--- src/rtl/l2norm_pkg.sv ---
// Shared constants and state encoding for the L2-norm square-root stage.
package l2norm_pkg;

  localparam int IN_W  = 20;
  localparam int OUT_W = IN_W / 2;

  typedef enum logic [1:0] {
    IDLE = 2'd0,
    CALC = 2'd1,
    DONE = 2'd2
  } sqrt_state_t;

endpackage

--- src/rtl/sqrt_step.sv ---
// One digit-recurrence iteration of the integer square root (purely combinational).
module sqrt_step #(
  parameter int OUT_W = 10
) (
  input  logic [OUT_W:0]   rem,
  input  logic [OUT_W-1:0] root,
  input  logic [1:0]       pair,
  output logic [OUT_W:0]   rem_nxt,
  output logic [OUT_W-1:0] root_nxt
);

  logic ge;
  logic [OUT_W:0] r_lo;
  logic [OUT_W:0] t_lo;

  // Full-width compare; the difference only needs the low OUT_W+1 bits
  // because a non-negative result always fits in the remainder register.
  assign ge   = ({rem, pair} >= {1'b0, root, 2'b01});
  assign r_lo = {rem[OUT_W-2:0], pair};
  assign t_lo = {root[OUT_W-2:0], 2'b01};

  assign rem_nxt  = ge ? (r_lo - t_lo) : r_lo;
  assign root_nxt = {root[OUT_W-2:0], ge};

endmodule

--- src/rtl/l2_norm_sqrt.sv ---
// Integer square root of the sum-of-squares, one root bit per cycle, valid/ready on both sides.
//
// state | meaning
// IDLE  | ready for an operand; sos_ready=1
// CALC  | one iteration per clock, MSB pair first
// DONE  | root/rem held, res_valid=1 until res_ready
module l2_norm_sqrt
  import l2norm_pkg::*;
(
  input  logic               clk,
  input  logic               reset,
  input  logic [IN_W-1:0]    sos,
  input  logic               sos_valid,
  output logic               sos_ready,
  output logic [OUT_W-1:0]   root,
  output logic [OUT_W:0]     rem,
  output logic               res_valid,
  input  logic               res_ready
);

  localparam int CNT_W = $clog2(OUT_W);

  sqrt_state_t state, state_nxt;
  logic [IN_W-1:0]  opnd;
  logic [OUT_W-1:0] root_q, root_nxt;
  logic [OUT_W:0]   rem_q, rem_nxt;
  logic [CNT_W-1:0] cnt;

  sqrt_step #(.OUT_W(OUT_W)) u_step (
    .rem      (rem_q),
    .root     (root_q),
    .pair     (opnd[IN_W-1:IN_W-2]),
    .rem_nxt  (rem_nxt),
    .root_nxt (root_nxt)
  );

  always_ff @(posedge clk or negedge reset) begin
    if (!reset) state <= IDLE;
    else        state <= state_nxt;
  end

  always_comb begin
    state_nxt = state;
    case (state)
      IDLE:    if (sos_valid) state_nxt = CALC;
      CALC:    if (cnt == '0) state_nxt = DONE;
      DONE:    if (res_ready) state_nxt = IDLE;
      default: state_nxt = IDLE;
    endcase
  end

  always_ff @(posedge clk or negedge reset) begin
    if (!reset) begin
      opnd   <= '0;
      root_q <= '0;
      rem_q  <= '0;
      cnt    <= '0;
    end else begin
      case (state)
        IDLE: if (sos_valid) begin
          opnd   <= sos;
          root_q <= '0;
          rem_q  <= '0;
          cnt    <= CNT_W'(OUT_W - 1);
        end
        CALC: begin
          opnd   <= {opnd[IN_W-3:0], 2'b00};
          root_q <= root_nxt;
          rem_q  <= rem_nxt;
          if (cnt != '0) cnt <= cnt - 1'b1;
        end
        default: ;
      endcase
    end
  end

  assign sos_ready = (state == IDLE);
  assign res_valid = (state == DONE);
  assign root      = root_q;
  assign rem       = rem_q;

endmodule

--- config.mk ---
export PLATFORM = sky130hd
export DESIGN_NAME = l2_norm_sqrt
export DESIGN_NICKNAME = d
export VERILOG_FILES = /design/src/rtl/l2norm_pkg.sv /design/src/rtl/sqrt_step.sv /design/src/rtl/l2_norm_sqrt.sv
export SDC_FILE = /design/constraint.sdc
export NUM_CORES = 1
export LEC_CHECK = 0
export BUFFER_PORTS_ARGS = -buffer_cell sky130_fd_sc_hd__buf_2
export CAP_MARGIN = 10
export CORE_ASPECT_RATIO = 0.7
export CORE_MARGIN = 1.5
export CORE_UTILIZATION = 27
export DETAILED_ROUTE_END_ITERATION = 8
export SYNTH_ARGS = -nofsm -noshare
export SYNTH_HDL_FRONTEND = slang
export SYNTH_SLANG_ARGS = --single-unit
--- constraint.sdc ---
create_clock -name clk -period 2.7 [get_ports clk]
set_input_delay 0.135 -clock clk [delete_from_list [all_inputs] [get_ports clk]]
set_output_delay 0.135 -clock clk [all_outputs]
set_load 0.03 [all_outputs]
==> results.toml, run 1 <==
[worst_setup_path]
crit_path_end_kind = "flip-flop"
critPathKind = "reg -> reg"
path_max_fanout = 7
worstPathArrival_ns = 2.48
worstSetupStartpointType = "flip-flop"
reg2reg_depth = 9
cp.required_ns = 2.86

[final_layout]
area_delta_synth_final_pct = 22.1
final_nets = 364
stdcell_area_um2 = 3230
antenna_cells = 0
fill_cells = 968
layout-drive-gt1-share = 0.208
utilization = 0.347

[place]
gp_congestion = 0.800
placed_cell_area_um2 = 3020
portBuffers = 46
dp_slack_ns = 0.422
hpwlAfterDp_um = 4610

[drt]
dr.pass1.iters = 5
antenna_left = 0
num_vias = 2080
avgViaCountPerCell = 4.61
drc = 0
wirelength_um = 6150
wire_per_inst_um = 13.6
drtIter0Drc = 104

[sta]
rsz0062_at_grt = "no"
slew_viol_final = 0
hold_violations = 0
finClkSkew_ns = 0.00860
max_freq_mhz = 432
relSlewSlack = 0.564
min_period_over_period = 0.858
finalSetupViolCount = 0
worst_pin_slew_ns = 0.654
setup_ws_ns = 0.385
post-route-min-period_ns = 2.32
final.setup.tns_ns = 0

[clocking]
htreeDepth = 2
cts_buffer_depth = 2
clock_latency_ns = 0.29
clk_pin_slew_worst_paths_ns = 0.07
cts_tree = "yes"
root_buffer = "clkbuf_16"
cts-resized-gates = 0
cts_hold_buf = 1
cts.sinks = 47
post-cts-setup-buffers = 0
cts_buffers = 5

[yosys]
synthTopCellsByArea = "dfrtp_1, mux2i_1, nand2_1"
synth.top_cells.by_count = "dfrtp_1, nand2_1, o21ai_0, mux2i_1, inv_1"
netlist_area_um2 = 2640
syn-num-nets = 318
synth-main-ff-cell = "dfrtp_1"
synth_cell_types = 44
synth_edf_count = 0
synth_top_area_cell = "dfrtp_1"
synth.top_cell.area_share = 0.445
yosys_register_bits = 47
ys_seq_area_frac = 0.445
synthCells = 280
syn_avg_cell_area_um2 = 9.44
async_flop_share = 1.00
ys.warnings.count = 0

[global_routing]
grt_pass1_vias = 2009
overflow = 0
grt_pass1_wl_um = 10400
grt_usage = 0.125
grt_max_degree = 40
antenna_found_initial = 1

[die]
start_util = 0.284
rows = 29
die_x_um = 121
die_h_um = 85.8
boundaryPins = 47
dieArea_um2 = 10400
core_um2 = 9290

[flow_run]
cap_violations = 0

[hold_path]
min_path_type = "in -> reg"
holdPathStages = 3

[status]
status = "finished, final reports clean"
through the flow:
step / hold slack, ns / instances
final: 0.137 / 451
after global routing: 0.152 / 451
after CTS: 0.136 / 451
after detailed placement: 0.222 / 442
after global placement: 0.214 / 442
after floorplan: -0.161 / 280
layout by cell type, fill, tap and decap left out, drive strengths merged, types with 2 or more instances in the layout:
master	netlist	routed
ha	14	14
nand2	47	47
nor2b	7	7
nand3	3	3
dfrtp	47	47
bufinv	0	2
mux2i	23	23
nor2	7	7
and2	2	2
mux2	2	2
o31ai	3	3
a41oi	3	3
clkbuf	9	5
nor3	5	5
and3	2	2
a22o	3	3
inv	16	16
xor2	3	3
a2bb2oi	3	3
o21ai	43	43
xnor2	5	5
buf	5	52
nor4	2	2
a21oi	10	10
sequential cells by signal, indices dropped and copies added (netlist names):
| name | count |
|---|---|
| opnd | 20 |
| root | 10 |
| rem | 11 |
| state | 2 |
| cnt | 4 |
critical path: stages (launching register included):
cell and delay [ns]:
dfrtp_1 0.37, inv_1 0.07, ha_1 0.34, o21ai_1 0.14
a211oi_4 0.34, a41oi_1 0.13, o31ai_4 0.26, buf_4 0.20
nor2_1 0.06, a311o_1 0.31
layer usage:
layer  vias to the layer above  routed length [um]  GRT usage
met1                       970                3160      0.182
li1                       1067                   -          -
met3                         6                 320     0.0412
met5                         -                  12          0
met2                        35                2610      0.182
met4                         2                  42     0.0235
cell families (layout without fill, tap and decap cells):
logic type / after synthesis / after routing / share of synthesized area
adder cells (fa/ha/maj): 14 / 14 / 0.0663
multiplexers: 25 / 25 / 0.0956
XOR/XNOR: 8 / 8 / 0.0265
buffers and inverters: 30 / 77 / 0.0469
flip-flops: 47 / 47 / 0.445
AO/OA/AOI/OAI: 75 / 75 / 0.181
AND/OR/NAND/NOR: 81 / 81 / 0.139
layout make-up:
class / count / area, um^2 / area share
multi-input combinational: 203 / 1360 / 0.420
sequential: 47 / 1180 / 0.365
timing repair buffer: 53 / 285 / 0.0884
tap: 124 / 155 / 0.0481
clock buffer: 5 / 125 / 0.0388
clock inverter: 3 / 67.6 / 0.0209
inverter: 16 / 60.1 / 0.0186
worst paths after layout:
kind                             to  slack [ns]  startpoint
max                          rem[6]        0.38     root[0]
min in group asynchronous   root[8]        0.41       reset
min reg2reg                 opnd[7]        0.49     opnd[7]
min                        opnd[11]        0.14     sos[11]
max in group asynchronous    rem[2]        1.56       reset
max reg2reg                  rem[6]        0.38     root[0]
Power of run 1 is not shown: default switching activity piles up to over one toggle a cycle in this logic, so the estimate is an artifact.
==> run 2, diff against run 1 <==
--- a/config.mk
+++ b/config.mk
@@ -7,3 +7,3 @@
 export LEC_CHECK = 0
-export BUFFER_PORTS_ARGS = -buffer_cell sky130_fd_sc_hd__buf_2
+export BUFFER_PORTS_ARGS = -buffer_cell sky130_fd_sc_hd__clkbuf_2
 export CAP_MARGIN = 10
--- a/constraint.sdc
+++ b/constraint.sdc
@@ -3,2 +3,2 @@
 set_output_delay 0.135 -clock clk [all_outputs]
-set_load 0.03 [all_outputs]
+set_load 0.005 [all_outputs]
==> results.toml, run 2 (synthesis gave the netlist of run 1 again) <==
[clocking]
cts.sinks = 47
post-cts-setup-buffers = 0
htreeDepth = 2
cts_tree = "yes"
cts-resized-gates = 0
cts_buffers = 5
cts_buffer_depth = 2
clock_latency_ns = 0.29
root_buffer = "clkbuf_16"
clk_pin_slew_worst_paths_ns = 0.07

[sta]
max_freq_mhz = 421
setup_ws_ns = 0.327
finClkSkew_ns = 0.00882
finalSetupViolCount = 0
rsz0062_at_grt = "no"
final.setup.tns_ns = 0
hold_violations = 0
relSlewSlack = 0.581
slew_viol_final = 0
post-route-min-period_ns = 2.37
min_period_over_period = 0.879
hold_ws_ns = 0.133
worst_pin_slew_ns = 0.629

[worst_setup_path]
worstSetupStartpointType = "flip-flop"
worstPathArrival_ns = 2.54
cp.required_ns = 2.87
r2r_setup_slack_ns = 0.33
crit_chain = "ha_1 -> nor3_1 -> a211oi_4 -> a41oi_1 -> o31ai_4 -> buf_4 -> nor2_1 -> a311o_1"
critPathSlowestCell = "dfrtp_1"
reg2reg_depth = 8
r2r_start = "rem[1]"
worstReg2RegEnd = "rem[6]"
path_max_fanout = 7
crit_path_end_kind = "flip-flop"
critPathKind = "reg -> reg"
cpPeakStageDelay_ns = 0.44

[place]
gp_congestion = 0.799
portBuffers = 46
dp.cells = 442
dp_slack_ns = 0.349
hpwlAfterDp_um = 4530

[die]
boundaryPins = 47
die_x_um = 121
start_util = 0.284
rows = 29
core_um2 = 9290
dieArea_um2 = 10400
die_h_um = 85.8

[hold_path]
min_path_type = "in -> reg"
min-delay-start = "sos[11]"
holdPathStages = 3
min_to = "opnd[11]"

[drt]
antenna_left = 0
num_vias = 2116
drtIter0Drc = 117
dr.pass1.iters = 4
avgViaCountPerCell = 4.69
wire_per_inst_um = 13.6
wirelength_um = 6150
drc = 0

[final_layout]
layout-drive-gt1-share = 0.208
antenna_cells = 0
fill_cells = 976
final_nets = 364
area_delta_synth_final_pct = 22.1
final_cell_mix = "nand2_1, dfrtp_1, clkbuf_2"
fin_cells = 451
regMostFlops = "opnd"
largest_register_ffs = 20

[power_and_ir_drop]
p_total_mw = 4.96
powerDensity_nw_per_um2 = 1540
max-vdd-ir-drop_mv = 0.392
power.leakage_nw = 1.56

[global_routing]
grt_usage = 0.124
overflow = 0
grt_max_degree = 48
grt_pass1_vias = 2019
grt_pass1_wl_um = 10300
antenna_found_initial = 0

[status]
status = "finished, final reports clean"

[flow_run]
cap_violations = 0
run 2: changes by cell type in the layout (fill, tap and decap cells not counted), sizes merged:
cell / before / now
clkbuf: 5 / 51
buf: 52 / 6
run 2: routing by layer:
| layer | vias to the layer above | track usage | part of all wire |
|---|---|---|---|
| li1 | 1071 | - | - |
| met5 | - | 0 | 0 |
| met4 | 0 | 0.0310 | 0.010 |
| met3 | 9 | 0.0406 | 0.060 |
| met2 | 45 | 0.182 | 0.42 |
| met1 | 991 | 0.176 | 0.51 |
run 2: how the worst max path moves through the flow:
stage	startpoint	end	slack (ns)	depth (start not counted)
after floorplan	root[8]	rem[6]	0.55	8
after global placement	rem[8]	rem[6]	0.45	7
after detailed placement	rem[1]	rem[6]	0.35	8
after CTS	rem[1]	rem[6]	0.32	8
after global routing	rem[1]	rem[6]	0.20	8
final	rem[1]	rem[6]	0.33	8
run 2: timing repair:
action / CTS / global route
setup endpoints to repair: 0 / 0
endpoints found under the hold margin: 35 / 0
hold buffers: 1 / 0
run 2: report_power, final:
group          switching (mW)  internal (mW)  leakage (nW)
Combinational            1.54           1.28         0.881
Sequential              0.273           1.05         0.585
Clock                   0.279          0.531        0.0900
run 2: cell type report:
| class | instances | area [um^2] | area share |
|---|---|---|---|
| Multi-Input combinational cell | 203 | 1360 | 0.420 |
| Sequential cell | 47 | 1180 | 0.365 |
| Timing Repair Buffer | 53 | 285 | 0.0884 |
| Inverter | 16 | 60.1 | 0.0186 |
| Clock inverter | 3 | 67.6 | 0.0209 |
| Clock buffer | 5 | 125 | 0.0388 |
| Tap cell | 124 | 155 | 0.0481 |
run 2: stage by stage:
step                utilization  area (um^2)
floorplan                     -         2640
global placement          0.325         3020
detailed placement        0.325         3020
CTS                       0.347         3230
global route              0.347         3230
finish                    0.347         3230
run 2: critical path, delay by kind of cell, from the launching register on:
kind            cells  cell delay, ns
flops               1            0.44
buf+inv             1            0.20
compound gates      4            1.04
fa+ha+maj           1            0.41
simple gates        2            0.17
Power figures use the tool's default switching activity.
==> run 3, diff against run 2 <==
- SYNTH_HIERARCHICAL: default -> 1
==> results.toml, run 3 <==
[worst_setup_path]
worstSetupStartpointType = "flip-flop"
critPathKind = "reg -> reg"
worstPathArrival_ns = 2.65
r2r_start = "root[1]"
crit_path_end_kind = "flip-flop"
reg2reg_depth = 8
path_max_fanout = 11
cp.required_ns = 2.87
cp-startpoint = "root[1]"

[drt]
avgViaCountPerCell = 4.72
wirelength_um = 6290
num_vias = 2057
antenna_left = 0
drc = 0
wire_per_inst_um = 14.4
dr.pass1.iters = 4
drtIter0Drc = 98

[yosys]
ys_seq_area_frac = 0.428
synthCells = 270
synth_edf_count = 0
synthTopCellsByArea = "dfrtp_1, mux2i_1, a22o_1"
synth-main-ff-cell = "dfrtp_1"
synth_top_area_cell = "dfrtp_1"
synth_most_common_cell = "dfrtp_1"
synth.top_cells.by_count = "dfrtp_1, o21ai_0, a22o_1, nand2_1, mux2i_1"
synth_cell_types = 44
syn-num-nets = 308
netlist_area_um2 = 2750
ys.warnings.count = 6
yosys_register_bits = 47
synth.top_cell.area_share = 0.428
syn_avg_cell_area_um2 = 10.2
async_flop_share = 1.00

[sta]
relSlewSlack = 0.511
post-route-min-period_ns = 2.48
slew_viol_final = 0
rsz0062_at_grt = "no"
max_freq_mhz = 403
worst_pin_slew_ns = 0.733
min_period_over_period = 0.919
final.setup.tns_ns = 0
finClkSkew_ns = 0.00463
finalSetupViolCount = 0
hold_violations = 0
hold_ws_ns = 0.0397

[final_layout]
regMostFlops = "opnd"
final_nets = 346
final_cell_mix = "dfrtp_1, clkbuf_2, o21ai_0"
stdcell_area_um2 = 3220
layout_commonest_cell = "dfrtp_1"
layout-drive-gt1-share = 0.253
largest_register_ffs = 20
antenna_cells = 0
area_delta_synth_final_pct = 17.0

[power_and_ir_drop]
p_total_mw = 5.05
power.leakage_nw = 1.51
powerDensity_nw_per_um2 = 1570
max-vdd-ir-drop_mv = 0.564

[clocking]
cts_buffers = 5
clock_latency_ns = 0.28
cts.sinks = 47
clk_pin_slew_worst_paths_ns = 0.06
cts_buffer_depth = 2
htreeDepth = 2
root_buffer = "clkbuf_16"
cts_tree = "yes"
cts-resized-gates = 0

[status]
status = "finished, final reports clean"

[hold_path]
holdPathStages = 2
min-delay-start = "res_ready"
min_path_type = "in -> reg"

[global_routing]
overflow = 0
grt_max_degree = 48
grt_usage = 0.122
grt_pass1_wl_um = 10200
antenna_found_initial = 0
grt_pass1_vias = 1965

[place]
portBuffers = 46
placed_cell_area_um2 = 3060
gp_congestion = 0.800
hpwlAfterDp_um = 4660

[die]
dieArea_um2 = 10800
rows = 30
die_h_um = 87.4
core_um2 = 9800
die_x_um = 124
start_util = 0.281
boundaryPins = 47

[flow_run]
cap_violations = 0
run 3: changes by cell type in the layout (fill, tap and decap cells not counted), moves of 5 or more:
cell     before  now
a22o_1        3   23
nand2_1      47   23
nor3_1        5    0
o21ai_0      34   25
o21ai_1       9    1
run 3: per-layer routing:
metal | vias to the layer above | wire (um) | GRT usage | part of all wire
met2 | 38 | 2730 | 0.177 | 0.43
li1 | 1028 | - | - | -
met3 | 2 | 319 | 0.0334 | 0.051
met4 | 0 | 14 | 0.0219 | 0.0022
met1 | 989 | 3230 | 0.180 | 0.51
met5 | - | 0 | 0 | 0
run 3: worst paths after layout:
check	end	slack, ns
max	rem[6]	0.22
min	state[1]	0.04
max reg2reg	rem[6]	0.22
min reg2reg	opnd[2]	0.48
max in group asynchronous	opnd[5]	1.80
min in group asynchronous	rem[4]	0.49
run 3: what timing repair did:
action                    CTS  global route
buffers inserted            0             0
hold buffers                1             0
hold endpoints to repair   47             0
run 3: cell type report:
cell class | instances | area, um^2
clock buffers | 6 | 139
clock inverters | 1 | 5.00
fillers | 999 | 6580
inverters | 18 | 67.6
multi-input cells | 183 | 1370
flip-flops and latches | 47 | 1180
well taps | 128 | 160
repair buffers | 53 | 298
run 3: cell families (layout without fill, tap and decap cells):
| group | after synthesis | in the layout | share of synthesized area |
|---|---|---|---|
| AOI/OAI and AO/OA | 83 | 83 | 0.219 |
| and+or+nand+nor | 56 | 56 | 0.103 |
| DFF | 47 | 47 | 0.428 |
| buffers and inverters | 40 | 78 | 0.0778 |
| muxes | 25 | 25 | 0.0928 |
| adders and majority gates | 14 | 14 | 0.0637 |
| xor gates and xnor gates | 5 | 5 | 0.0159 |
run 3: critical path: stages (launching register included):
cell	delay [ns]
dfrtp_1	0.41
inv_1	0.07
ha_1	0.39
nor3_2	0.09
a211oi_4	0.29
a31oi_2	0.18
o21ai_4	0.35
mux2_2	0.39
a22o_1	0.19
run 3: power breakdown:
part,internal (mW),switching [mW]
combinational,1.46,1.61
sequential,1.06,0.317
clock,0.362,0.247
total,2.88,2.18
run 3: through the flow:
stage	util	cells	setup WS [ns]
after floorplan	-	270	0.507
after global placement	0.313	428	0.286
after detailed placement	0.313	428	0.237
after CTS	0.328	436	0.196
after global routing	0.328	436	0.0897
final	0.328	436	0.217
